--- src/rtl/lsu_pkg.sv ---
// Shared definitions for the load/store unit: RV32 funct3 encodings, the
// controller state type, and the pure helper functions used by lsu_align to
// classify, mask and extend memory accesses.
package lsu_pkg;

  localparam logic [2:0] F3_B  = 3'b000;
  localparam logic [2:0] F3_H  = 3'b001;
  localparam logic [2:0] F3_W  = 3'b010;
  localparam logic [2:0] F3_BU = 3'b100;
  localparam logic [2:0] F3_HU = 3'b101;

  typedef enum logic [1:0] {
    ST_IDLE   = 2'd0,
    ST_ACCESS = 2'd1,
    ST_RESP   = 2'd2
  } lsu_state_e;

  // Stores only have the signed-size encodings; loads also allow BU/HU.
  function automatic logic op_illegal(input logic wen, input logic [2:0] f3);
    logic bad;
    case (f3)
      F3_B, F3_H, F3_W: bad = 1'b0;
      F3_BU, F3_HU:     bad = wen;
      default:          bad = 1'b1;
    endcase
    return bad;
  endfunction

  function automatic logic op_misaligned(input logic [2:0] f3, input logic [1:0] off);
    logic bad;
    case (f3)
      F3_H, F3_HU: bad = off[0];
      F3_W:        bad = (off != 2'b00);
      default:     bad = 1'b0;
    endcase
    return bad;
  endfunction

  function automatic logic [3:0] byte_mask(input logic [2:0] f3, input logic [1:0] off);
    logic [3:0] m;
    case (f3)
      F3_B:    m = 4'b0001 << off;
      F3_H:    m = 4'b0011 << off;
      F3_W:    m = 4'b1111;
      default: m = 4'b0000;
    endcase
    return m;
  endfunction

  function automatic logic [31:0] load_extend(input logic [2:0] f3, input logic [31:0] word,
                                              input logic [1:0] off);
    logic [31:0] sh;
    logic [31:0] r;
    sh = word >> {off, 3'b000};
    case (f3)
      F3_B:    r = {{24{sh[7]}}, sh[7:0]};
      F3_H:    r = {{16{sh[15]}}, sh[15:0]};
      F3_W:    r = word;
      F3_BU:   r = {24'h0, sh[7:0]};
      F3_HU:   r = {16'h0, sh[15:0]};
      default: r = 32'h0;
    endcase
    return r;
  endfunction

endpackage

--- src/rtl/lsu_align.sv ---
// Combinational alignment datapath for the load/store unit.
// Ports:
//   wen, funct3, off   - access direction, size encoding and byte offset addr[1:0]
//   wdata              - LSB-justified store data
//   rdata              - full aligned word returned by memory
//   wmask              - byte-lane write mask (0 for loads)
//   wdata_sh           - store data shifted into its byte lanes
//   rdata_ext          - load data extracted and sign/zero extended
//   err                - illegal funct3 for the direction, or misaligned
module lsu_align
  import lsu_pkg::*;
(
  input  logic        wen,
  input  logic [2:0]  funct3,
  input  logic [1:0]  off,
  input  logic [31:0] wdata,
  input  logic [31:0] rdata,
  output logic [3:0]  wmask,
  output logic [31:0] wdata_sh,
  output logic [31:0] rdata_ext,
  output logic        err
);

  assign err       = op_illegal(wen, funct3) | op_misaligned(funct3, off);
  assign wmask     = wen ? byte_mask(funct3, off) : 4'b0000;
  assign wdata_sh  = wdata << {off, 3'b000};
  assign rdata_ext = load_extend(funct3, rdata, off);

endmodule

--- src/rtl/lsu_mem_ctrl.sv ---
// Load/store controller between EXU and the ram_dpi port. Single outstanding
// request: accept in IDLE, hold mem_valid for MEM_LATENCY cycles in ACCESS,
// then present the response in RESP until WBU takes it.
// Handshakes: a transfer happens on a posedge where valid and ready are both 1.
//   req: req_ready is 1 only in IDLE; req_* are sampled only on that edge.
//   rsp: rsp_valid/rsp_rdata/rsp_err stay constant until rsp_ready is seen.
// Ports:
//   clock, reset       - clock, synchronous active-high reset
//   req_*              - request from EXU (valid/ready, wen, funct3, addr, wdata)
//   rsp_*              - response to WBU (valid/ready, rdata, err)
//   mem_*              - ram_dpi access (valid, raddr, wen, waddr, wdata, wmask, rdata)
//   dbg_state          - current controller state (lsu_state_e encoding)
module lsu_mem_ctrl
  import lsu_pkg::*;
#(
  parameter int MEM_LATENCY = 1,
  parameter int XLEN        = 32
) (
  input  logic            clock,
  input  logic            reset,
  input  logic            req_valid,
  output logic            req_ready,
  input  logic            req_wen,
  input  logic [2:0]      req_funct3,
  input  logic [XLEN-1:0] req_addr,
  input  logic [XLEN-1:0] req_wdata,
  output logic            rsp_valid,
  input  logic            rsp_ready,
  output logic [XLEN-1:0] rsp_rdata,
  output logic            rsp_err,
  output logic            mem_valid,
  output logic [XLEN-1:0] mem_raddr,
  output logic            mem_wen,
  output logic [XLEN-1:0] mem_waddr,
  output logic [XLEN-1:0] mem_wdata,
  output logic [7:0]      mem_wmask,
  input  logic [XLEN-1:0] mem_rdata,
  output logic [1:0]      dbg_state
);

  localparam int CW = (MEM_LATENCY > 1) ? $clog2(MEM_LATENCY) : 1;

  lsu_state_e state;
  logic [CW-1:0] cnt;
  logic          lat_wen;
  logic [2:0]    lat_f3;
  logic [1:0]    lat_off;

  // The align block sees the live request while IDLE (for mask/shift/error)
  // and the latched request afterwards (for load extraction).
  logic        a_wen;
  logic [2:0]  a_f3;
  logic [1:0]  a_off;
  logic [3:0]  a_wmask;
  logic [31:0] a_wdata_sh;
  logic [31:0] a_rdata_ext;
  logic        a_err;

  assign a_wen = (state == ST_IDLE) ? req_wen        : lat_wen;
  assign a_f3  = (state == ST_IDLE) ? req_funct3     : lat_f3;
  assign a_off = (state == ST_IDLE) ? req_addr[1:0]  : lat_off;

  lsu_align u_align (
    .wen       (a_wen),
    .funct3    (a_f3),
    .off       (a_off),
    .wdata     (req_wdata),
    .rdata     (mem_rdata),
    .wmask     (a_wmask),
    .wdata_sh  (a_wdata_sh),
    .rdata_ext (a_rdata_ext),
    .err       (a_err)
  );

  assign dbg_state = state;

  always_ff @(posedge clock) begin
    if (reset) begin
      state     <= ST_IDLE;
      cnt       <= '0;
      lat_wen   <= 1'b0;
      lat_f3    <= 3'b000;
      lat_off   <= 2'b00;
      req_ready <= 1'b1;
      rsp_valid <= 1'b0;
      rsp_rdata <= '0;
      rsp_err   <= 1'b0;
      mem_valid <= 1'b0;
      mem_raddr <= '0;
      mem_wen   <= 1'b0;
      mem_waddr <= '0;
      mem_wdata <= '0;
      mem_wmask <= 8'h00;
    end else begin
      case (state)
        ST_IDLE: begin
          if (req_valid) begin
            lat_wen   <= req_wen;
            lat_f3    <= req_funct3;
            lat_off   <= req_addr[1:0];
            req_ready <= 1'b0;
            if (a_err) begin
              state     <= ST_RESP;
              rsp_valid <= 1'b1;
              rsp_err   <= 1'b1;
              rsp_rdata <= '0;
            end else begin
              state     <= ST_ACCESS;
              cnt       <= CW'(MEM_LATENCY - 1);
              mem_valid <= 1'b1;
              mem_raddr <= {req_addr[XLEN-1:2], 2'b00};
              mem_waddr <= {req_addr[XLEN-1:2], 2'b00};
              mem_wen   <= req_wen;
              mem_wdata <= req_wen ? a_wdata_sh : '0;
              mem_wmask <= {4'b0000, a_wmask};
            end
          end
        end
        ST_ACCESS: begin
          // Write strobe lasts one cycle so the DPI side sees a single write.
          mem_wen <= 1'b0;
          if (cnt == '0) begin
            state     <= ST_RESP;
            rsp_valid <= 1'b1;
            rsp_err   <= 1'b0;
            rsp_rdata <= lat_wen ? '0 : a_rdata_ext;
            mem_valid <= 1'b0;
            mem_raddr <= '0;
            mem_waddr <= '0;
            mem_wdata <= '0;
            mem_wmask <= 8'h00;
          end else begin
            cnt <= cnt - 1'b1;
          end
        end
        ST_RESP: begin
          if (rsp_ready) begin
            state     <= ST_IDLE;
            rsp_valid <= 1'b0;
            rsp_err   <= 1'b0;
            rsp_rdata <= '0;
            req_ready <= 1'b1;
          end
        end
        default: begin
          state     <= ST_IDLE;
          req_ready <= 1'b1;
        end
      endcase
    end
  end

endmodule

--- config.mk ---
export PLATFORM = sky130hd
export DESIGN_NAME = lsu_mem_ctrl
export DESIGN_NICKNAME = d
export VERILOG_FILES = /design/src/rtl/lsu_pkg.sv /design/src/rtl/lsu_align.sv /design/src/rtl/lsu_mem_ctrl.sv
export SDC_FILE = /design/constraint.sdc
export NUM_CORES = 1
export LEC_CHECK = 0
export CAP_MARGIN = 10
export CORE_UTILIZATION = 39
export CTS_BUF_LIST = sky130_fd_sc_hd__clkbuf_8
export DETAILED_ROUTE_END_ITERATION = 16
export GPL_TIMING_DRIVEN = 0
export PLACE_DENSITY = 0.78
export SETUP_SLACK_MARGIN = 0.02
export SLEW_MARGIN = 10
export SYNTH_ARGS = -nofsm -noshare
export SYNTH_HDL_FRONTEND = slang
export SYNTH_HIERARCHICAL = 1
export SYNTH_SLANG_ARGS = --single-unit
--- constraint.sdc ---
create_clock -name clock -period 3.32 [get_ports clock]
set_input_delay 0.332 -clock clock [delete_from_list [all_inputs] [get_ports clock]]
set_output_delay 0.332 -clock clock [all_outputs]
set_load 0.05 [all_outputs]
Word-level counts from Yosys, hierarchy flattened:

Index checks and enable logic that the tools add are counted.

* flip-flop bits (word level): 118
* bits of input ports: 104
* output and inout port bits: 143

* $add $sub $neg: 1
* equality and inequality tests: 11
* shift operators: 4
* muxes and demuxes: 51
* bitwise logic cells: 2
* reductions and logical operators: 14

Operators with widths (count)
* 32-bit 2-to-1 mux: 11
* 32-bit case mux with 5 select lines: 1
* 32-bit case mux with 2 select lines: 2
* 32-bit case mux with 3 select lines: 1
* 32-bit by 5-bit << shifter with 32-bit output: 1
* 32-bit by 5-bit >> shifter with 16-bit output: 1
* 8-bit 2-to-1 mux: 3
* 8-bit case mux with 2 select lines: 1
* 1-bit 2-to-1 mux: 15
* 4-bit case mux with 3 select lines: 1
* 2-bit 2-to-1 mux: 5
* 2-bit != test (second input constant): 5
* 1-bit case mux with 2 select lines: 5
* 1-bit case mux with 3 select lines: 3
* 3-bit AND reduction: 3
* 3-bit equality test (second input constant): 2
* 2-bit case mux with 3 select lines: 1
* 5-bit AND reduction: 1
* 4-bit 2-to-1 mux: 1
* 4-bit AND reduction: 1
* 2-bit nonzero test: 2
* 2-bit OR reduction: 2
* 1-bit by 2-bit << shifter with 4-bit output (first input constant): 1
* 2-bit by 2-bit << shifter with 4-bit output (first input constant): 1
* 13 further kinds: 13

Depth between registers and ports, before layout:

* depth in word-level cells: 9
* mapped depth: 14
* depth with buffers taken out: 9

By module:

The synthesis kept the hierarchy.

Modules (own cells, without submodules)
* lsu_mem_ctrl: times used 1, cells each 401, area each 4334.2 um2
* lsu_align: times used 1, cells each 186, area each 1256.2 um2

Worst setup path before layout:

OpenSTA, ideal clock, no wires.

* path type: reg-to-reg
* start point: reg state[0], in the netlist dbg_state[0]
* end point: reg rsp_err
* data arrival time: 3.671 ns
* required time: 3.199 ns
* path slack: -0.472 ns
* stages on the path, launching flop included: 13
* buffers on the path: 4
* path through: dfxtp_1 -> inv_1 -> ha_1 -> buf_4 -> clkbuf_1 -> mux2_2 -> buf_6 -> clkbuf_1 -> nand2_1 -> a22oi_1 -> nand2_1 -> a211oi_4 -> mux2_2

* elaborated cells on any way between the ends: 25

RTL lines
* from (decl): line lsu_mem_ctrl.sv:43 `lsu_state_e state;`
* from (signal assigned): line lsu_mem_ctrl.sv:79 `state <= ST_IDLE;`
* from (signal assigned): line lsu_mem_ctrl.sv:103 `state <= ST_RESP;`
* from (signal assigned): line lsu_mem_ctrl.sv:108 `state <= ST_ACCESS;`
* 2-bit logical NOT (*): line lsu_mem_ctrl.sv:61 `assign a_off = (state == ST_IDLE) ? req_addr[1:0] : lat_off;`
* 2-bit 2-to-1 mux (*): line lsu_mem_ctrl.sv:61
* net a_off[0]: line lsu_mem_ctrl.sv:53 `logic [1:0] a_off;`
* 2-bit nonzero test: line lsu_pkg.sv:33 `F3_W: bad = (off != 2'b00);`
* 1-bit case mux with 2 select lines (*): line lsu_pkg.sv:31 `case (f3)`
* 1-bit OR (*): line lsu_align.sv:24 `assign err = op_illegal(wen, funct3) | op_misaligned(funct3, off);`
* net a_err: line lsu_mem_ctrl.sv:57 `logic a_err;`
* 2-bit != test (no source line) (*)
* 5-bit AND reduction (no source line) (*)
* to (signal assigned): line lsu_mem_ctrl.sv:87 `rsp_err <= 1'b0;`
* to (signal assigned): line lsu_mem_ctrl.sv:105 `rsp_err <= 1'b1;`
* to (signal assigned): line lsu_mem_ctrl.sv:125 `rsp_err <= 1'b0;`
* to (decl): line lsu_mem_ctrl.sv:30 `output logic rsp_err,`

Mark *: on every way through the listed nets, which the timed path passes. The rest lies on a longest branch.
A chain may end at the register's enable or synchronous reset.

Worst setup path after layout:

* start point: reg state[0], in the netlist dbg_state[0]
* end point: reg rsp_rdata[12]

* elaborated cells on any way between the ends: 29

RTL lines
* 2-bit logical NOT (*): line lsu_mem_ctrl.sv:61
* 2-bit 2-to-1 mux (*): line lsu_mem_ctrl.sv:61
* net a_off[0]: line lsu_mem_ctrl.sv:53
* 2-bit nonzero test: line lsu_pkg.sv:33
* 1-bit case mux with 2 select lines (*): line lsu_pkg.sv:31
* 1-bit OR (*): line lsu_align.sv:24
* net a_err: line lsu_mem_ctrl.sv:57
* 2-bit != test (no source line) (*)
* 5-bit AND reduction (no source line) (*)
* to (signal assigned): line lsu_mem_ctrl.sv:126 `rsp_rdata <= lat_wen ? '0 : a_rdata_ext;`
* to (decl): line lsu_mem_ctrl.sv:29 `output logic [XLEN-1:0] rsp_rdata,`

Mark *: on every way through the listed nets, which the timed path passes. The rest lies on a longest branch. The select of a mux whose other input is x is not followed.

==> metrics <==
total congestion overflow 0; number of enable-type register cells in the synthesized netlist 0; Routability Congestion 0.872; largest clock skew in the final design 0.0128 ns; Net Sw Power 3.24 mW; count of filler cells inserted in the layout 1241; Avg Vias per Cell 5.16; type of the setup path with the least slack register to register; Clock power frac 12.4%; post-route core utilization 61.1%; Cells after Synth 587; sequential element share of the synthesized area 39.7%; post-place setup slack -0.447 ns; Reg area 0.00222 sq mm; area share of the largest cell type after synthesis 39.7%; relative contribution of combinational cells to total power 62.7%; clock transition time at the flip-flop clock pins of the worst setup and hold paths 0.11 ns; root buf cell sky130_fd_sc_hd__clkbuf_8; post-layout minimum cycle time 3.07 ns; number of max-capacitance violations reported 0; die span in x 122 um; final non-filler cell total 1029; # H-tree levels 3; crit path capture type register; 1st-iter DRT viols 304; post-route setup slack 0.252 ns; critical-path maximum fanout 10; most congested layer reported by global routing met2; most instantiated flip-flop cell in the synthesis netlist sky130_fd_sc_hd__dfxtp_1; row cnt 43; slew at the pin closest to its max-slew limit 0.654 ns; number of different library cells in the post-synthesis netlist 39; effective utilization at floorplan 40.1%; Mapped Avg Cell Area 9.52 sq um; met1 Track Usage GR 28.9%; floorplan core area 0.0139 sq mm; clock tree buffer depth 2; die height 122 um; slack of the worst reg-to-reg path 0.25 ns; Antenna Diode Count 0; peak supply drop 318 uV; Synth-to-Final Area Change 52.3%; Critical Path Source Type register; result of the run finished clean; detailed-router iteration count before antenna repair 5; post-detailed-route count of antenna-violating nets 0; count of clock tree sinks 111; crit share post-route 92.4%; Worst Min Path Start req_valid; share of flip-flops with an asynchronous set or reset after synthesis 0%; placed cell area 0.00822 sq mm; met3 track demand over resource in global routing 4.54%; overall fraction of global-route tracks in use 23.1%; total of buffers placed on input and output ports 237; pin count of the biggest net entering global routing 20; data required time at the worst endpoint 3.63 ns; biggest area contributors in the synthesized netlist sky130_fd_sc_hd__dfxtp_1 (40%), sky130_fd_sc_hd__a22o_1 (12%), sky130_fd_sc_hd__mux2i_1 (9.7%); Hold Path Depth 3; final number of max-transition violations 0; cell area after layout 0.00851 sq mm; Final setup viols 0; Netlist Area Pre-Place 0.00559 sq mm; number of synthesized register bits 111; worst-skew pair later-pin latency 0.38 ns; Yosys warnings 6; Final Hold Viols 0; vias 5310; wirelength, routed 17.4 mm; Synth area leader sky130_fd_sc_hd__dfxtp_1; Slew Limit Headroom 56.1%; number of antenna violations at the first check in global routing 0; number of placed instances, taps included 1011; area of the multi-input gates 0.00288 sq mm; f_max 0.326 GHz; number of cells on the worst reg-to-reg path 15; total negative setup slack 0 ns; fraction of final layout cells with drive strength greater than 1 13.2%; power density cells 816 mW/mm^2; CTS tree yes; sequential share of power 24.9%; CP startpoint dbg_state[0]; number of global-route vias before repair 4979; average wire length per cell after detail routing 16.9 um; start of the worst register-to-register path dbg_state[0]; number of nets in the final layout 952; Post-route DRC 0; wire length of the first global-routing pass 26.2 mm; RSZ-0062 raised after global routing yes; switching part of the total power 46.6%; class of the tightest hold or removal check input pin to register; Internal Power 3.71 mW; Die ar. 0.0148 sq mm; P_leak 3.44 nW; crit path DAT 3.38 ns; Inserted Clock Buffers 9; Post-DP HPWL 13.4 mm; met2 demand-to-capacity share in global routing 39.0%; Top Ports 247
-- what timing repair did --
action                     4_1_cts  5_1_grt
setup buffers                    3        0
resized for setup                6       12
hold buffers                     0        0
pin swaps                        2        3
gates cloned                     0        0
setup endpoints to repair      103       99
-- cell usage after synthesis (all sizes together) (11+ instances only) --
cell type and count:
mux2i 54, nor2 17, a211oi 11, o21ai 20
nand2 57, buf 64, dfxtp 111, nand2b 35
a22o 74, mux2 15, nor2b 15, clkbuf 21
a21o 19, a21oi 21
-- cell families (layout without fill, tap and decap cells) --
group / after synthesis / count (layout) / share of synthesized area, %
buffers and inverters: 89 / 344 / 9.91
multiplexers: 70 / 70 / 13.1
AND/OR/NAND/NOR: 149 / 149 / 13.9
adder cells (fa/ha/maj): 4 / 4 / 0.895
AO/OA/AOI/OAI: 163 / 163 / 22.4
flip-flops: 111 / 111 / 39.7
other: 1 / 8 / 0.0671
-- state kept, by name, summed over array words and instances, names as in the netlist --
signal	flops
rsp_rdata	32
lat_wen	1
dbg_state	2
mem_valid	1
rsp_err	1
req_ready	1
mem_wen	1
lat_off	2
mem_waddr	30
rsp_valid	1
lat_f3	3
mem_wmask	4
mem_wdata	32
-- worst max-delay path, cell delays in order (launching register included) --
cell and delay, ns:
sky130_fd_sc_hd__dfxtp_2 0.38, sky130_fd_sc_hd__inv_1 0.07, sky130_fd_sc_hd__ha_1 0.19, sky130_fd_sc_hd__buf_4 0.17, sky130_fd_sc_hd__buf_2 0.19, sky130_fd_sc_hd__mux2_4 0.26
sky130_fd_sc_hd__buf_6 0.16, sky130_fd_sc_hd__buf_6 0.18, sky130_fd_sc_hd__nand2_1 0.10, sky130_fd_sc_hd__a22oi_2 0.23, sky130_fd_sc_hd__buf_4 0.18, sky130_fd_sc_hd__nand2_1 0.08
sky130_fd_sc_hd__a211oi_4 0.25, sky130_fd_sc_hd__buf_12 0.17, sky130_fd_sc_hd__buf_6 0.18, sky130_fd_sc_hd__mux2i_1 0.21
-- final cells by class --
class | instances | area share [%]
multi-input combinational | 394 | 33.8
inverter | 4 | 0.176
tap | 180 | 2.65
clock inverter | 6 | 0.852
timing repair buffer | 240 | 28.3
clock buffer | 10 | 1.62
sequential | 111 | 26.1
buffer | 84 | 6.50
-- routing by layer --
metal / wire (um) / vias to the layer above
met5: 0 / -
met2: 8320 / 236
met4: 352 / 0
met3: 1090 / 30
li1: - / 2576
met1: 7620 / 2468
-- final timing paths --
kind                                      end
worst min register to register      lat_f3[0]
worst max-delay path            rsp_rdata[12]
worst min-delay path               lat_off[0]
worst max register to register  rsp_rdata[12]
-- stage by stage --
step           hold slack (ns)  power (mW)
2_1_floorplan            0.434        4.77
3_3_place_gp             0.435        5.94
3_5_place_dp             0.440        5.97
4_1_cts                  0.271        6.94
5_1_grt                  0.288        7.30
6_report                 0.295        6.94
-- power by group through the flow --
stage | Clock [mW] | Combinational, mW | Sequential, mW
after floorplan | 0 | 2.31 | 2.46
after global placement | 0 | 4.19 | 1.76
after detailed placement | 0 | 4.21 | 1.76
after CTS | 0.885 | 4.32 | 1.73
after global routing | 0.950 | 4.60 | 1.76
final | 0.858 | 4.36 | 1.73
-- placed cells by master, fill, tap and decap left out, types with 3 or more instances in the layout --
cell                                n
sky130_fd_sc_hd__inv_6              3
sky130_fd_sc_hd__and2_1             9
sky130_fd_sc_hd__nand3_1            6
sky130_fd_sc_hd__a22o_1            74
sky130_fd_sc_hd__o21ai_0           19
sky130_fd_sc_hd__a21o_1            19
sky130_fd_sc_hd__a211oi_1          10
sky130_fd_sc_hd__clkdlybuf4s50_1  237
sky130_fd_sc_hd__nand2_1           57
sky130_fd_sc_hd__nor2_1            14
sky130_fd_sc_hd__nor2b_1           15
sky130_fd_sc_hd__ha_1               4
sky130_fd_sc_hd__nand2b_1          35
sky130_fd_sc_hd__dfxtp_1          109
sky130_fd_sc_hd__a22oi_1            7
sky130_fd_sc_hd__inv_1              4
sky130_fd_sc_hd__clkbuf_8          10
sky130_fd_sc_hd__buf_1              3
sky130_fd_sc_hd__buf_2             11
sky130_fd_sc_hd__buf_4             46
sky130_fd_sc_hd__mux2i_1           54
sky130_fd_sc_hd__a21oi_1           21
sky130_fd_sc_hd__clkbuf_1          16
sky130_fd_sc_hd__mux2_2            14
sky130_fd_sc_hd__a221o_1            7
sky130_fd_sc_hd__conb_1             8
sky130_fd_sc_hd__buf_6              7
No activity file was read; power rests on OpenSTA's default activity.
==> patch (same settings) <==
`MEM_LATENCY`: 1 -> 2.
--- a/src/rtl/lsu_mem_ctrl.sv
+++ b/src/rtl/lsu_mem_ctrl.sv
@@ -15,3 +15,3 @@
 #(
-  parameter int MEM_LATENCY = 1,
+  parameter int MEM_LATENCY = 2,
   parameter int XLEN        = 32
Behaviour: not the same (a bounded check fails within 4 cycles, from zero or initial values and one cycle with reset high).
==> patch against the unedited design <==
- synthesized cell count increased by 7.7%
- count of clock-buffer cells in the layout fell by 1
- area after synthesis rose by 4.3%
- combinational power grew 10%
- total power increased by 6.4%
- cell area grew 2.9%
- wire length rose by 4.2%
- setup slack worse by 79 ps
- largest cell class is now multi-input combinational cells
- sequential cell count rose by 1
- critical endpoint is now mem_wdata[7]$_SDFFE_PP0P_
- sequential share of layout area fell by 0.50 points
- clock skew shrank 1.9 ps
- global-route usage fell by 0.21 points
- via count is 3.4% higher
==> patch: results (changes against the unedited design) <==
Run status -> finished clean (unchanged)
Sw Pwr -> 3.50 mW (was 3.24 mW)
Leak pwr -> 3.48 nW (was 3.44 nW)
Met3 Wirelength -> 990 µm (was 1090 µm)
Worst Min Path Start -> mem_valid$_SDFFE_PP0P_ (was req_valid)
Kind of path behind the tightest hold check -> reg2reg (was in2reg)
Post-synthesis sequential area ratio -> 0.384 (was 0.397)
End point of the critical path -> mem_wdata[7]$_SDFFE_PP0P_ (was rsp_rdata[12]$_SDFFE_PP0P_)
Routability congestion estimate from global placement -> 0.908 (was 0.872)
Cell types occupying the most area after synthesis -> sky130_fd_sc_hd__dfxtp_1 38%, sky130_fd_sc_hd__mux2i_1 9.3%, sky130_fd_sc_hd__a22o_1 8.7%, sky130_fd_sc_hd__nand2b_1 5.6%, sky130_fd_sc_hd__buf_4 5.1% (was sky130_fd_sc_hd__dfxtp_1 40%, sky130_fd_sc_hd__a22o_1 12%, sky130_fd_sc_hd__mux2i_1 9.7%, sky130_fd_sc_hd__buf_4 6.0%, sky130_fd_sc_hd__nand2b_1 3.9%)
Final layout net count -> 1000 (was 952)
Minimum hold slack -> 463 ps (was 295 ps)
Total wirelength of the detailed-routed design -> 18100 µm (was 17400 µm)
Vias in the first global route -> 5228 (was 4979)
Peak supply drop -> 0.530 mV (was 0.318 mV)
Maximum number of pins on one net before global-route repair -> 19 (was 20)
Mux contribution to synthesized area -> 0.122 (was 0.131)
Number of iterations in the first detailed-routing pass -> 6 (was 5)
Initial DRC count -> 408 (was 304)
Transition time at the pin with the least slew margin -> 619 ps (was 654 ps)
All-Layer GR Usage -> 0.229 (was 0.231)
GR Util met2 -> 0.375 (was 0.390)
Post-Route M1 WL -> 8200 µm (was 7620 µm)
Port bufs -> 238 (was 237)
Compound-Gate Fraction of Synth Area -> 0.209 (was 0.224)
Minimum clock period -> 3150 ps (was 3070 ps)
Hold depth -> 1 (was 3)
Most frequent cells after synthesis -> 112 x sky130_fd_sc_hd__dfxtp_1, 58 x sky130_fd_sc_hd__a22o_1, 58 x sky130_fd_sc_hd__nand2_1 (was 111 x sky130_fd_sc_hd__dfxtp_1, 74 x sky130_fd_sc_hd__a22o_1, 57 x sky130_fd_sc_hd__nand2_1)
==> patch: area by class of cell <==
type | count | area share
clock inverter | 6 | 0.00786
clock buffer | 9 | 0.0141
sequential | 112 | 0.256
timing repair buffer | 243 | 0.276
multi-input combinational | 434 | 0.348
inverter | 4 | 0.00171
tap | 184 | 0.0263
buffer | 88 | 0.0699
==> patch: power by group through the flow <==
stage                     registers (mW)  logic, mW  clock network, mW
after global placement              1.78       4.61                  0
after floorplan                     2.52       2.62                  0
final                               1.76       4.80              0.833
after CTS                           1.76       4.72              0.865
after global routing                1.79       5.09              0.915
after detailed placement            1.79       4.64                  0
==> patch: timing repair <==
action / 4_1_cts / 5_1_grt
endpoints found under the setup margin: 102 / 100
pin swaps: 1 / 2
hold buffers: 0 / 0
setup buffers: 2 / 3
endpoints found under the hold margin: 0 / 0
cloned: 0 / 0
gates resized for setup: 8 / 22
